`config.mk`:
```
export PLATFORM = sky130hd
export DESIGN_NAME = mealy_stim_driver
export DESIGN_NICKNAME = d
export VERILOG_FILES = /design/src/rtl/mealy_stim_driver.sv
export SDC_FILE = /design/constraint.sdc
export NUM_CORES = 1
export LEC_CHECK = 0
export BUFFER_PORTS_ARGS = -buffer_cell sky130_fd_sc_hd__buf_2
export CORE_ASPECT_RATIO = 1.1
export CORE_MARGIN = 2
export CORE_UTILIZATION = 30
export CTS_BUF_LIST = sky130_fd_sc_hd__clkbuf_8
export DETAILED_ROUTE_END_ITERATION = 6
export HOLD_SLACK_MARGIN = 0.06
export PLACE_DENSITY_LB_ADDON = 0.15
export SYNTH_ARGS = -nofsm -noshare
export SYNTH_HDL_FRONTEND = slang
export SYNTH_SLANG_ARGS = --single-unit
```
`constraint.sdc`:
```
create_clock -name clk -period 3 [get_ports clk]
set_input_delay 0.6 -clock clk [delete_from_list [all_inputs] [get_ports clk]]
set_output_delay 0.6 -clock clk [all_outputs]
set_load 0.05 [all_outputs]
```
`src/rtl/mealy_stim_driver.sv`:
```
// Paced stimulus driver for a 4-state Mealy target. It buffers symbols in a FIFO and steps the target at most once every DIV cycles.
// A shadow model of the target checks the target's state and output, and counts each cycle that has a mismatch.
module mealy_stim_driver #(
    parameter int unsigned DEPTH = 4,
    parameter int unsigned DIV   = 4,
    parameter int unsigned CNT_W = 8
) (
    input  logic             clk,
    input  logic             rst_n,
    input  logic             sym_valid,
    input  logic [1:0]       sym_data,
    output logic             sym_ready,
    input  logic             out_mealy,
    input  logic [1:0]       state_mealy,
    output logic             en_mealy,
    output logic [1:0]       in_mealy,
    output logic [1:0]       shadow_state,
    output logic             busy,
    output logic             err,
    output logic [CNT_W-1:0] err_cnt,
    input  logic             clr_err
);

    localparam int unsigned PTR_W  = $clog2(DEPTH);
    localparam int unsigned OCC_W  = PTR_W + 1;
    localparam int unsigned PACE_W = $clog2(DIV + 1);

    typedef enum logic [1:0] {
        IDLE  = 2'd0,
        WAIT  = 2'd1,
        ISSUE = 2'd2
    } ctrl_t;

    ctrl_t             state;
    ctrl_t             state_nxt;
    logic [1:0]        mem [DEPTH];
    logic [PTR_W-1:0]  wr_ptr;
    logic [PTR_W-1:0]  rd_ptr;
    logic [OCC_W-1:0]  occ;
    logic [OCC_W-1:0]  occ_nxt;
    logic [PACE_W-1:0] pace;
    logic              empty;
    logic              push;
    logic              pop;
    logic              mismatch;

    // Reference transition table; symbol 0 holds the state.
    function automatic logic [1:0] model_next(input logic [1:0] s, input logic [1:0] sym);
        logic [1:0] n;
        n = s;
        case ({s, sym})
            4'b00_01: n = 2'd3;
            4'b00_10: n = 2'd1;
            4'b00_11: n = 2'd2;
            4'b01_01: n = 2'd0;
            4'b01_10: n = 2'd3;
            4'b01_11: n = 2'd2;
            4'b10_01: n = 2'd1;
            4'b10_10: n = 2'd0;
            4'b10_11: n = 2'd3;
            4'b11_01: n = 2'd1;
            4'b11_10: n = 2'd0;
            4'b11_11: n = 2'd2;
            default:  n = s;
        endcase
        return n;
    endfunction

    function automatic logic model_out(input logic [1:0] s, input logic [1:0] sym);
        return ({s, sym} == 4'b00_01) || ({s, sym} == 4'b00_10) ||
               ({s, sym} == 4'b01_01) || ({s, sym} == 4'b10_00);
    endfunction

    assign empty = (occ == '0);

    // Handshakes, FIFO occupancy and mismatch detection.
    always_comb begin
        push     = sym_valid && sym_ready;
        pop      = (state_nxt == ISSUE);
        occ_nxt  = occ + OCC_W'(push) - OCC_W'(pop);
        mismatch = (state_mealy != shadow_state) ||
                   (en_mealy && (out_mealy != model_out(shadow_state, in_mealy)));
    end

    // Controller next-state logic.
    always_comb begin
        state_nxt = state;
        case (state)
            IDLE:    if (!empty && pace == '0) state_nxt = ISSUE;
            ISSUE: begin
                if (DIV > 1)     state_nxt = WAIT;
                else if (!empty) state_nxt = ISSUE;
                else             state_nxt = IDLE;
            end
            WAIT:    if (pace <= PACE_W'(1)) state_nxt = IDLE;
            default: state_nxt = IDLE;
        endcase
    end

    always_ff @(posedge clk or negedge rst_n) begin
        if (!rst_n) state <= IDLE;
        else        state <= state_nxt;
    end

    always_ff @(posedge clk) begin
        if (push) mem[wr_ptr] <= sym_data;
    end

    // The pacing count starts at DIV-1 on each issue and counts down every cycle until it reaches 0.
    always_ff @(posedge clk or negedge rst_n) begin
        if (!rst_n) begin
            wr_ptr    <= '0;
            rd_ptr    <= '0;
            occ       <= '0;
            pace      <= '0;
            en_mealy  <= 1'b0;
            in_mealy  <= 2'd0;
            sym_ready <= 1'b1;
            busy      <= 1'b0;
        end else begin
            occ       <= occ_nxt;
            sym_ready <= (occ_nxt != OCC_W'(DEPTH));
            busy      <= (occ_nxt != '0) || (state_nxt != IDLE);
            if (push) wr_ptr <= wr_ptr + PTR_W'(1);
            if (pop) begin
                rd_ptr   <= rd_ptr + PTR_W'(1);
                in_mealy <= mem[rd_ptr];
                en_mealy <= 1'b1;
                pace     <= PACE_W'(DIV - 1);
            end else begin
                en_mealy <= 1'b0;
                if (pace != '0) pace <= pace - PACE_W'(1);
            end
        end
    end

    // The shadow state advances at the end of each step. Mismatch cycles are counted until the count saturates, and clr_err takes priority.
    always_ff @(posedge clk or negedge rst_n) begin
        if (!rst_n) begin
            shadow_state <= 2'd2;
            err          <= 1'b0;
            err_cnt      <= '0;
        end else begin
            if (en_mealy) shadow_state <= model_next(shadow_state, in_mealy);
            if (clr_err) begin
                err     <= 1'b0;
                err_cnt <= '0;
            end else if (mismatch) begin
                err <= 1'b1;
                if (err_cnt != '1) err_cnt <= err_cnt + CNT_W'(1);
            end
        end
    end

endmodule

```
Yosys cells after proc, flatten, opt, wreduce, memory -nomap -nowiden
Memories as Yosys holds them, arrays and structs flattened. A register that Yosys moved wholly into a read port is not among the register bits.
Cells that the tools add are included.
- memories: 1
- output and inout bits: 16
- bits of input ports: 9
- logic and storage cells: 79
- memory bits (writable): 8
- bits in registers: 26
- reductions and logical operators: 26
- add/subtract/negate cells: 6
- order comparisons: 1
- equality and inequality tests: 20
- multiplexer cells: 14
- memories (memory ; words ; width ; read ports ; clocked after memory_dff ; write ports ; line ; source):
    mem ; 4 ; 2 ; 1 ; 1 ; 1 ; 36 ; logic [1:0] mem [DEPTH];
- operator list (kind ; count):
    $eq 4x4->1 const B ; 7
    $mux 8 ; 3
    $eq 4x3->1 const B ; 3
    $reduce_or 3->1 ; 4
    $add 8x1->8 const B ; 1
    $eq 4x2->1 const B ; 2
    $ne 8x8->1 const B ; 1
    $pmux 2 s4 ; 1
    $reduce_bool 2->1 ; 4
    $logic_not 3->1 ; 2
    $mux 3 ; 2
    $pmux 2 s3 ; 1
    $reduce_bool 3->1 ; 2
    $logic_or 1x1->1 ; 5
    $mux 1 ; 5
    $add 2x1->2 const B ; 2
    $eq 2x2->1 const B ; 2
    $eq 4x1->1 const B ; 1
    $mux 2 ; 2
    $reduce_and 2->1 ; 2
    $reduce_bool 4->1 ; 1
    $add 3x1->3 ; 1
    $le 3x1->1 const B ; 1
    $logic_and 1x1->1 ; 3
    other kinds (8) ; 9

Logic depth before layout (Yosys ltp)
Gate-level depths: netlist (run 1).
- depth after elaboration: 9
- mapped depth: 10
- gate-level depth less buffers: 10

Least setup slack after synthesis (run 1)
No wires, ideal clock.
- kind: register -> register
- start: reg pace[0]
- end: reg busy
- library setup time: 0.146 ns
- arrival time: 2.639 ns
- data required time: 2.854 ns
- buffers on the path: 0
- slack: 0.215 ns
- stages on the path, launching flop included: 11
- clock period less this slack: 2.785 ns
- cells stage by stage: dfrtp_1 inv_1 ha_1 nand2b_1 nor4_1 ha_1 inv_1 ha_1 fa_1 nor2_1 or4b_2
- cells in the longest elaborated chain, start to end: 8
- RTL lines (item ; line ; source):
    start: declaration ; 41 ; logic [PACE_W-1:0] pace;
    start signal: assignment ; 129 ; pace <= PACE_W'(DIV - 1);
    start signal: assignment ; 132 ; if (pace != '0) pace <= pace - PACE_W'(1);
    branches (longest 3 deep; another with $le 3x1->1) ; - ;
    $pmux 2 s3 * ; 88 ; case (state)
    $eq 2x2->1 * ; 79 ; pop = (state_nxt == ISSUE);
    named net pop ; 44 ; logic pop;
    $sub 3x1->3 * ; 80 ; occ_nxt = occ + OCC_W'(push) - OCC_W'(pop);
    named net occ_nxt[1] ; 40 ; logic [OCC_W-1:0] occ_nxt;
    $reduce_bool 3->1 * ; 123 ; busy <= (occ_nxt != '0) || (state_nxt != IDLE);
    $logic_or 1x1->1 * ; 123 ;
    end signal: assignment ; 123 ;
    end: declaration ; 18 ; output logic busy,
Mark *: on every way through the listed nets, which the timed path passes.
A chain may end at the register's enable or synchronous reset.

Final worst setup path (run 1)
- start: reg occ[1]
- end: reg busy
- cells in the longest elaborated chain, start to end: 9
- RTL lines (item ; line ; source):
    start: declaration ; 39 ; logic [OCC_W-1:0] occ;
    start signal: assignment ; 121 ; occ <= occ_nxt;
    $logic_not 3->1 ; 74 ; assign empty = (occ == '0);
    $logic_not 1->1 ; - ;
    $logic_and 1x1->1 ; 89 ; IDLE: if (!empty && pace == '0) state_nxt = ISSUE;
    $mux 2 ; 89 ;
    $pmux 2 s3 ; 88 ;
    $eq 2x2->1 ; 79 ;
    named net pop ; 44 ;
    $sub 3x1->3 ; 80 ;
    named net occ_nxt[1] ; 40 ;
    $reduce_bool 3->1 ; 123 ;
    $logic_or 1x1->1 ; 123 ;
The timed path passes the listed nets, and every way through them passes these cells.

==> flow_summary.json, run 1 <==
{
  "status": "finished, final reports clean",
  "first_pass_iters": 4,
  "endpoint_kind": "flip-flop",
  "dr_total_vias": 1251,
  "syn_area_per_cell_um2": 12.2,
  "grtUsageMet2": 0.176,
  "layout.nets": 203,
  "yosys.cell_types.count": 44,
  "critPathKind": "flip-flop to flip-flop",
  "htreeDepth": 2,
  "detail_route.wirelength_um": 3300,
  "synth_edf_count": 8,
  "drc": 0,
  "cp-start-kind": "flip-flop",
  "ant_nets": 0,
  "synth-seq-cells": 36,
  "max_freq_ghz": 0.359,
  "slowest_delay_ns": 0.60,
  "syn_nets": 173,
  "clock-sinks": 36,
  "antennaDiodeCount": 0,
  "cp.required_ns": 3.15,
  "ys.warnings.count": 0,
  "cp.arrival_ns": 2.93,
  "drv_slew": 0,
  "place_hpwl_um": 2410,
  "post_drt_wl_per_cell_um": 12.5,
  "synth_area_leader_cell": "dfrtp_1",
  "area_growth_pct": 17.9,
  "postSynth.asyncResetShare": 0.778,
  "start_util": 0.306,
  "drv_cap": 0,
  "hold_violations": 0,
  "place_congestion": 0.721,
  "placementRows": 30,
  "cp_common_cell": "ha_1",
  "cts_root_buf": "clkbuf_8",
  "crit_slowest_cell": "or4b_2",
  "cts_buffers": 5,
  "met1_usage": 0.131,
  "slew_headroom": 0.502,
  "synth_flop_cell": "dfrtp_1",
  "max-clock-path-buffers": 2,
  "p_leak_uw": 0.000955,
  "fin_area_mm2": 0.00221,
  "top_usage_layer": "met2",
  "antenna_found_initial": 0,
  "core_mm2": 0.00612,
  "die_w_um": 79.3,
  "fillers": 619,
  "setup_viol": 0,
  "clk_latency_ns": 0.29,
  "grt_remaining_overflow": 0,
  "grt_pass1_vias": 1260,
  "synth_cells": 153,
  "placed_area_mm2": 0.00208,
  "crit_fanout": 3,
  "tightestPinTransition_ns": 0.741,
  "min_period_ns": 2.78,
  "numPortBuffers": 24,
  "drt_first_iter_violations": 63,
  "netlist.area_leader.share": 0.348,
  "multi_input_area_um2": 878,
  "p_per_area_mw_per_mm2": 990,
  "rsz0062_at_grt": "false",
  "clkTransAtPathRegs_ns": 0.08,
  "yosys-top-cells-area": "dfrtp_1, edfxtp_1, ha_1",
  "cts_tree": "yes",
  "postCtsHoldBufs": 0,
  "ios": 25,
  "fin_setup_tns_ns": 0,
  "crit_chain": "nor3_1 -> nor4_4 -> ha_1 -> inv_1 -> ha_1 -> fa_1 -> nor2_1 -> or4b_2",
  "vias_per_cell": 4.74,
  "grt_max_degree": 29,
  "grt_usage": 0.108,
  "layout.area.seq_um2": 943,
  "grt_use_met3": 0.0313,
  "ys_seq_area_frac": 0.504,
  "finClkSkew_ns": 0.00922,
  "finalCritPeriodShare": 0.928,
  "grt_pass1_wl_um": 5710,
  "dieArea_mm2": 0.00688,
  "drive_gt1_frac": 0.310,
  "netlist_area_mm2": 0.00187,
  "min_path_type": "input port to asynchronous set/reset pin",
  "die_y_um": 86.8,
  "ir_worst_vdd_v": 0.000458
}
==> worst max-delay path: cells and delay by family (launching register included) <==
kind                     cells  cell delay [ns]
AND/OR/NAND/NOR              4             1.28
adder cells (fa/ha/maj)      3             0.92
flip-flops                   1             0.41
buffers and inverters        1             0.04
==> per-stage QoR <==
step | power [µW] | setup WS, ns | hold slack [ns] | cells | utilization
2_1_floorplan | 1560 | 0.215 | 0.304 | 153 | -
3_3_place_gp | 1720 | 0.189 | 0.491 | 256 | 0.340
3_5_place_dp | 1770 | 0.0313 | 0.501 | 256 | 0.340
4_1_cts | 2210 | 0.0203 | 0.344 | 264 | 0.358
5_1_grt | 2360 | 0.0301 | 0.377 | 264 | 0.361
6_report | 2180 | 0.216 | 0.315 | 264 | 0.361
==> worst paths after layout <==
| check | startpoint | end | slack [ns] | depth (start not counted) |
|---|---|---|---|---|
| worst max-delay path | occ[1]$_DFF_PN0_ | busy$_DFF_PN0_ | 0.22 | 8 |
| worst min-delay path | rst_n | err_cnt[2]$_DFFE_PN0P_ | 0.32 | 1 |
| worst max register to register | occ[1]$_DFF_PN0_ | busy$_DFF_PN0_ | 0.22 | 8 |
| worst min register to register | err$_DFFE_PN0P_ | err$_DFFE_PN0P_ | 0.53 | 2 |
| max in group asynchronous | rst_n | err_cnt[6]$_DFFE_PN0P_ | 2.26 | 1 |
| min in group clk | sym_data[1] | mem[1][1]$_DFFE_PP_ | 0.53 | 1 |
==> report_power, final <==
group | total, µW | internal [µW] | leakage [µW] | switching, µW
logic | 911 | 379 | 0.000483 | 532
registers | 850 | 670 | 0.000418 | 180
clock network | 422 | 246 | 0.0000541 | 176
total | 2180 | 1300 | 0.000955 | 888
==> cells by family after synthesis <==
group,after synthesis,synth area share
xor+xnor,8,0.0375
simple gates,54,0.190
fa+ha+maj,11,0.0776
mux,11,0.0843
buf+inv,13,0.0341
flops,36,0.504
compound gates,20,0.0722
==> cells in the mapped netlist, types with 2 or more instances <==
cell type	number
edfxtp_1	8
o21ai_0	6
dfstp_2	2
nor4b_1	3
o21bai_1	2
inv_1	10
nand2_1	6
mux2_2	6
xor2_1	2
dfrtp_1	26
nor2b_1	6
nand2b_1	4
nor3b_1	3
and3_1	5
a21oi_1	5
ha_1	10
nand3_1	4
xnor2_1	6
mux4_2	2
nor2_1	10
buf_6	2
mux2_4	3
==> timing repair <==
item                                    in CTS  in global routing
setup buffers                                0                  0
endpoints found under the setup margin       0                  1
gates resized for setup                      0                  2
==> per-layer routing <==
| metal | part of all wire | vias up | wire length, µm |
|---|---|---|---|
| li1 | - | 601 | - |
| met1 | 0.45 | 624 | 1470 |
| met2 | 0.49 | 20 | 1630 |
| met3 | 0.037 | 6 | 122 |
| met4 | 0.022 | 0 | 74 |
| met5 | 0 | - | 0 |
==> layout by cell type (no fill, tap or decap), drive strengths merged, types with 2 or more instances in the layout <==
master  instances
nor3b           4
mux4            2
ha             10
nand2           6
nand2b          4
nor2b           6
inv            10
nor4            3
dfstp           2
or4b            2
o21bai          2
nor4b           3
nor3            2
edfxtp          8
a21oi           5
nand3           4
o21ai           6
xnor2           6
clkbuf          5
nor2           10
dfrtp          26
xor2            2
buf            26
and3            6
mux2            9
==> flip-flops by register name, indices dropped and copies added, names as in the netlist, 2 cells and up <==
| name | flops |
|---|---|
| err_cnt | 8 |
| mem | 8 |
| occ | 3 |
| pace | 3 |
| in_mealy | 2 |
| rd_ptr | 2 |
| shadow_state | 2 |
| state | 2 |
| wr_ptr | 2 |
==> final cells by class <==
type	count	share of cell area
tap	80	0.0454
clock inverter	3	0.0193
timing repair buffer	26	0.0613
inverter	10	0.0170
multi-input combinational	104	0.398
sequential	36	0.428
clock buffer	5	0.0312
(Power assumes the default switching activity.)
==> inputs of run 2 (changes only) <==
Settings changed: CORE_UTILIZATION 30 to 53.
==> run 2 against run 1 <==
Compared with the run above: worst setup slack worse by 0.038 ns; final cell count fell by 12%; flip-flop and latch count is the same; wire length is 4.8% lower; global-route usage is 7.7 points higher; clock power fell by 23%; sequential power is essentially flat; design area fell by 2.7%; critical endpoint unchanged; largest power group unchanged.
==> flow_summary.json, run 2 (synthesis results as in run 1) <==
{
  "core_mm2": 0.00336,
  "grt_pass1_wl_um": 5490,
  "die_w_um": 60.6,
  "p_per_area_mw_per_mm2": 973,
  "cts_root_buf": "clkbuf_8",
  "ios": 25,
  "detail_route.wirelength_um": 3140,
  "p_sw_frac": 0.419,
  "drive_gt1_frac": 0.303,
  "fin_setup_tns_ns": 0,
  "place_hpwl_um": 2300,
  "dr_total_vias": 1250,
  "clkTransAtPathRegs_ns": 0.07,
  "slew_headroom": 0.522,
  "status": "finished, final reports clean",
  "r2r-end": "busy$_DFF_PN0_",
  "p_int_uw": 1210,
  "grt_pass1_vias": 1227,
  "cp.required_ns": 3.15,
  "regToRegSetupSlack_ns": 0.18,
  "drv_slew": 0,
  "clk_latency_ns": 0.29,
  "max-clock-path-buffers": 2,
  "holdWs_ns": 0.329,
  "power.switching_uw": 875,
  "rsz0062_at_grt": "false",
  "layout.nets": 204,
  "finClkSkew_ns": 0.00758,
  "cp.arrival_ns": 2.97,
  "numPortBuffers": 24,
  "clock-sinks": 36,
  "cts_buffers": 5,
  "vias_per_cell": 5.36,
  "area_growth_pct": 14.7,
  "worstRegToRegCells": 10,
  "final_cell_mix": "dfrtp_1, buf_2, inv_1",
  "hold_violations": 0,
  "grt_remaining_overflow": 0,
  "pwr-share-seq": 0.407,
  "antennaDiodeCount": 0,
  "endpoint_kind": "flip-flop",
  "fillers": 274,
  "start_util": 0.557,
  "cts_setup_buffers": 0,
  "antenna_found_initial": 0,
  "drc": 0,
  "dieArea_mm2": 0.00402,
  "p_leak_uw": 0.000948,
  "max_freq_ghz": 0.354,
  "post_cts_resized": 0,
  "place_congestion": 0.774,
  "clkPwrFrac": 0.155,
  "min_path_type": "input port to asynchronous set/reset pin",
  "cp-start-kind": "flip-flop",
  "htreeDepth": 2,
  "first_pass_iters": 4,
  "min_period_ns": 2.82,
  "reg_top3": "err_cnt x8, mem x8",
  "cts_tree": "yes",
  "drv_cap": 0,
  "setup_viol": 0,
  "post_drt_wl_per_cell_um": 13.5,
  "ant_nets": 0,
  "finalCritPeriodShare": 0.941,
  "ir_worst_vdd_v": 0.000532,
  "drt_first_iter_violations": 54,
  "p_comb_frac": 0.438,
  "grt_max_degree": 29,
  "critPathKind": "flip-flop to flip-flop",
  "die_y_um": 66.3,
  "tightestPinTransition_ns": 0.714,
  "timing.rr.start": "pace[0]$_DFFE_PN0P_",
  "postCtsHoldBufs": 0,
  "final_common_cell": "dfrtp_1",
  "grt_usage": 0.185,
  "crit_fanout": 3,
  "placementRows": 22
}
==> run 2: changes by cell type in the layout (fill, tap and decap cells not counted), sizes merged <==
cell    delta
buf        +1
bufinv     -1
inv        +1
==> run 2: worst max path at each step <==
stage	depth (start not counted)	slack (ns)	startpoint	end
floorplan	10	0.21	pace[0]$_DFFE_PN0P_	busy$_DFF_PN0_
global placement	10	0.18	pace[0]$_DFFE_PN0P_	busy$_DFF_PN0_
detailed placement	10	0.07	pace[0]$_DFFE_PN0P_	busy$_DFF_PN0_
CTS	10	0.07	pace[0]$_DFFE_PN0P_	busy$_DFF_PN0_
global route	10	0.008	pace[0]$_DFFE_PN0P_	busy$_DFF_PN0_
finish	10	0.18	pace[0]$_DFFE_PN0P_	busy$_DFF_PN0_
==> run 2: area by class of cell <==
class	count	area, µm²	share of cell area
flip-flops and latches	36	943	0.440
multi-input cells	104	878	0.409
repair buffers	27	143	0.0665
clock buffers	5	68.8	0.0321
well taps	48	60.1	0.0280
inverters	10	37.5	0.0175
clock inverters	3	15.0	0.00700
==> run 2: per-layer routing <==
layer | share of wire | GRT usage | routed length (µm)
met5 | 0 | 0 | 0
met4 | 0.0099 | 0.0652 | 31
met3 | 0.029 | 0.0411 | 90
met2 | 0.51 | 0.304 | 1610
met1 | 0.45 | 0.237 | 1410
==> run 2: power groups by stage <==
stage	clock (µW)	combinational [µW]	sequential, µW
after CTS	334	915	847
final	323	914	851
after global routing	359	1020	882
after detailed placement	0	913	855
after global placement	0	871	837
after floorplan	0	567	991
==> run 2: stage by stage <==
step | util | total power, µW | setup WS, ns | cells | instance area, µm²
final | 0.639 | 2090 | 0.178 | 233 | 2150
after global routing | 0.639 | 2260 | 0.00781 | 233 | 2150
after global placement | 0.610 | 1710 | 0.185 | 225 | 2050
after detailed placement | 0.610 | 1770 | 0.0749 | 225 | 2050
after floorplan | - | 1560 | 0.215 | 153 | 1870
after CTS | 0.635 | 2100 | 0.0731 | 233 | 2130
==> run 2: worst max-delay path: stages (launching register included) <==
cell and delay [ns]:
dfrtp_1 0.41, inv_1 0.11, ha_1 0.18, nand2b_1 0.11
nor4_4 0.24, ha_1 0.27, inv_1 0.06, ha_1 0.15
fa_1 0.43, nor2_1 0.15, or4b_2 0.59
==> inputs of run 3 (changes only) <==
Settings changed: CTS_BUF_LIST sky130_fd_sc_hd__clkbuf_8 to sky130_fd_sc_hd__clkbuf_2 sky130_fd_sc_hd__clkbuf_4 sky130_fd_sc_hd__clkbuf_8.
==> run 3 against run 2 <==
Compared with the run above: total power fell by 3.1%; via count is the same; sequential power is essentially flat; non-clock buffer count stayed put; clock-buffer cell count rose by 1; critical endpoint unchanged.
==> flow_summary.json, run 3 (synthesis results as in run 1) <==
{
  "htreeDepth": 2,
  "grt_usage": 0.188,
  "numPortBuffers": 24,
  "postLayoutSetupSlackWorst_ns": 0.173,
  "critPathKind": "flip-flop to flip-flop",
  "drive_gt1_frac": 0.308,
  "grt_use_met3": 0.0528,
  "setup_viol": 0,
  "rsz0062_at_grt": "false",
  "fin_setup_tns_ns": 0,
  "grt_pass1_wl_um": 5580,
  "antennaDiodeCount": 0,
  "status": "finished, final reports clean",
  "drv_slew": 0,
  "clkTransAtPathRegs_ns": 0.11,
  "cp.required_ns": 3.21,
  "post_cts_resized": 0,
  "dieArea_mm2": 0.00402,
  "cts_setup_buffers": 0,
  "finClkSkew_ns": 0.0122,
  "min_path_type": "input port to asynchronous set/reset pin",
  "drv_cap": 0,
  "placementRows": 22,
  "cp-start-kind": "flip-flop",
  "layout.nets": 204,
  "postCtsHoldBufs": 0,
  "clock-sinks": 36,
  "top_usage_layer": "met2",
  "grtUsageMet2": 0.316,
  "cts_root_buf": "clkbuf_4",
  "p_per_area_mw_per_mm2": 955,
  "place_hpwl_um": 2300,
  "finalCritPeriodShare": 0.942,
  "tightestPinTransition_ns": 0.736,
  "max_freq_ghz": 0.354,
  "dr_total_vias": 1250,
  "max-clock-path-buffers": 2,
  "final_cell_mix": "dfrtp_1, buf_2, inv_1, nor2_1, ha_1",
  "place_congestion": 0.774,
  "first_pass_iters": 3,
  "cp.arrival_ns": 3.04,
  "drt_first_iter_violations": 56,
  "met1_usage": 0.233,
  "ios": 25,
  "hold_violations": 0,
  "ir_worst_vdd_v": 0.000577,
  "detail_route.wirelength_um": 3180,
  "ant_nets": 0,
  "start_util": 0.557,
  "slew_headroom": 0.508,
  "endpoint_kind": "flip-flop",
  "crit_fanout": 3,
  "grt_max_degree": 29,
  "final_common_cell": "dfrtp_1",
  "min_period_ns": 2.83,
  "clk_latency_ns": 0.34,
  "antenna_found_initial": 0,
  "post_drt_wl_per_cell_um": 13.7,
  "die_w_um": 60.6,
  "core_mm2": 0.00336,
  "grt_remaining_overflow": 0,
  "p_leak_uw": 0.000934,
  "drc": 0,
  "reg_top3": "err_cnt x8, mem x8",
  "area_growth_pct": 13.2,
  "cts_buffers": 5,
  "vias_per_cell": 5.36,
  "grt_pass1_vias": 1245,
  "die_y_um": 66.3,
  "cts_tree": "yes",
  "preCtsSetupSlack_ns": 0.0749
}
-- run 3: path summary, 6_finish.rpt --
| check | to | slack (ns) | startpoint | cells after the start |
|---|---|---|---|---|
| setup reg to reg | busy$_DFF_PN0_ | 0.17 | pace[0]$_DFFE_PN0P_ | 10 |
| hold / removal | in_mealy[1]$_DFFE_PN0P_ | 0.26 | rst_n | 1 |
| max in group asynchronous | occ[0]$_DFF_PN0_ | 2.32 | rst_n | 1 |
| min in group clk | mem[3][0]$_DFFE_PP_ | 0.48 | sym_data[0] | 1 |
| setup / recovery | busy$_DFF_PN0_ | 0.17 | pace[0]$_DFFE_PN0P_ | 10 |
| hold reg to reg | err$_DFFE_PN0P_ | 0.52 | err$_DFFE_PN0P_ | 2 |
-- run 3: critical path, cell delays in order (launching register included) --
cell,delay [ns]
dfrtp_1,0.42
inv_1,0.11
ha_1,0.18
nand2b_1,0.11
nor4_4,0.24
ha_1,0.27
inv_1,0.06
ha_1,0.15
fa_1,0.43
nor2_1,0.15
or4b_2,0.59
-- run 3: cell type report --
type	instances	area [µm²]
multi-input cells	104	878
well taps	48	60.1
inverters	10	37.5
repair buffers	27	143
clock buffers	6	45.0
clock inverters	2	11.3
flip-flops and latches	36	943
fillers	280	1240
-- run 3: per-stage QoR --
step,hold slack [ns],total power (µW),instances,util,cell area [µm²]
floorplan,0.304,1560,153,-,1870
global placement,0.497,1710,225,0.610,2050
detailed placement,0.504,1770,225,0.610,2050
finish,0.262,2020,233,0.631,2120
global route,0.288,2200,233,0.631,2120
CTS,0.276,2030,233,0.626,2100
-- run 3: layer usage --
layer  vias to the layer above  wire, µm  share of wire
met2                        19      1630           0.51
met5                         -         0              0
met4                         0        46          0.014
met1                       616      1400           0.44
met3                         6       106          0.033
li1                        609         -              -
-- run 3: where the power goes --
group          internal, µW  leakage [µW]  switching [µW]
logic                   385      0.000488             530
registers               669      0.000418             182
clock network          98.2     0.0000293             158
total                  1150      0.000934             870
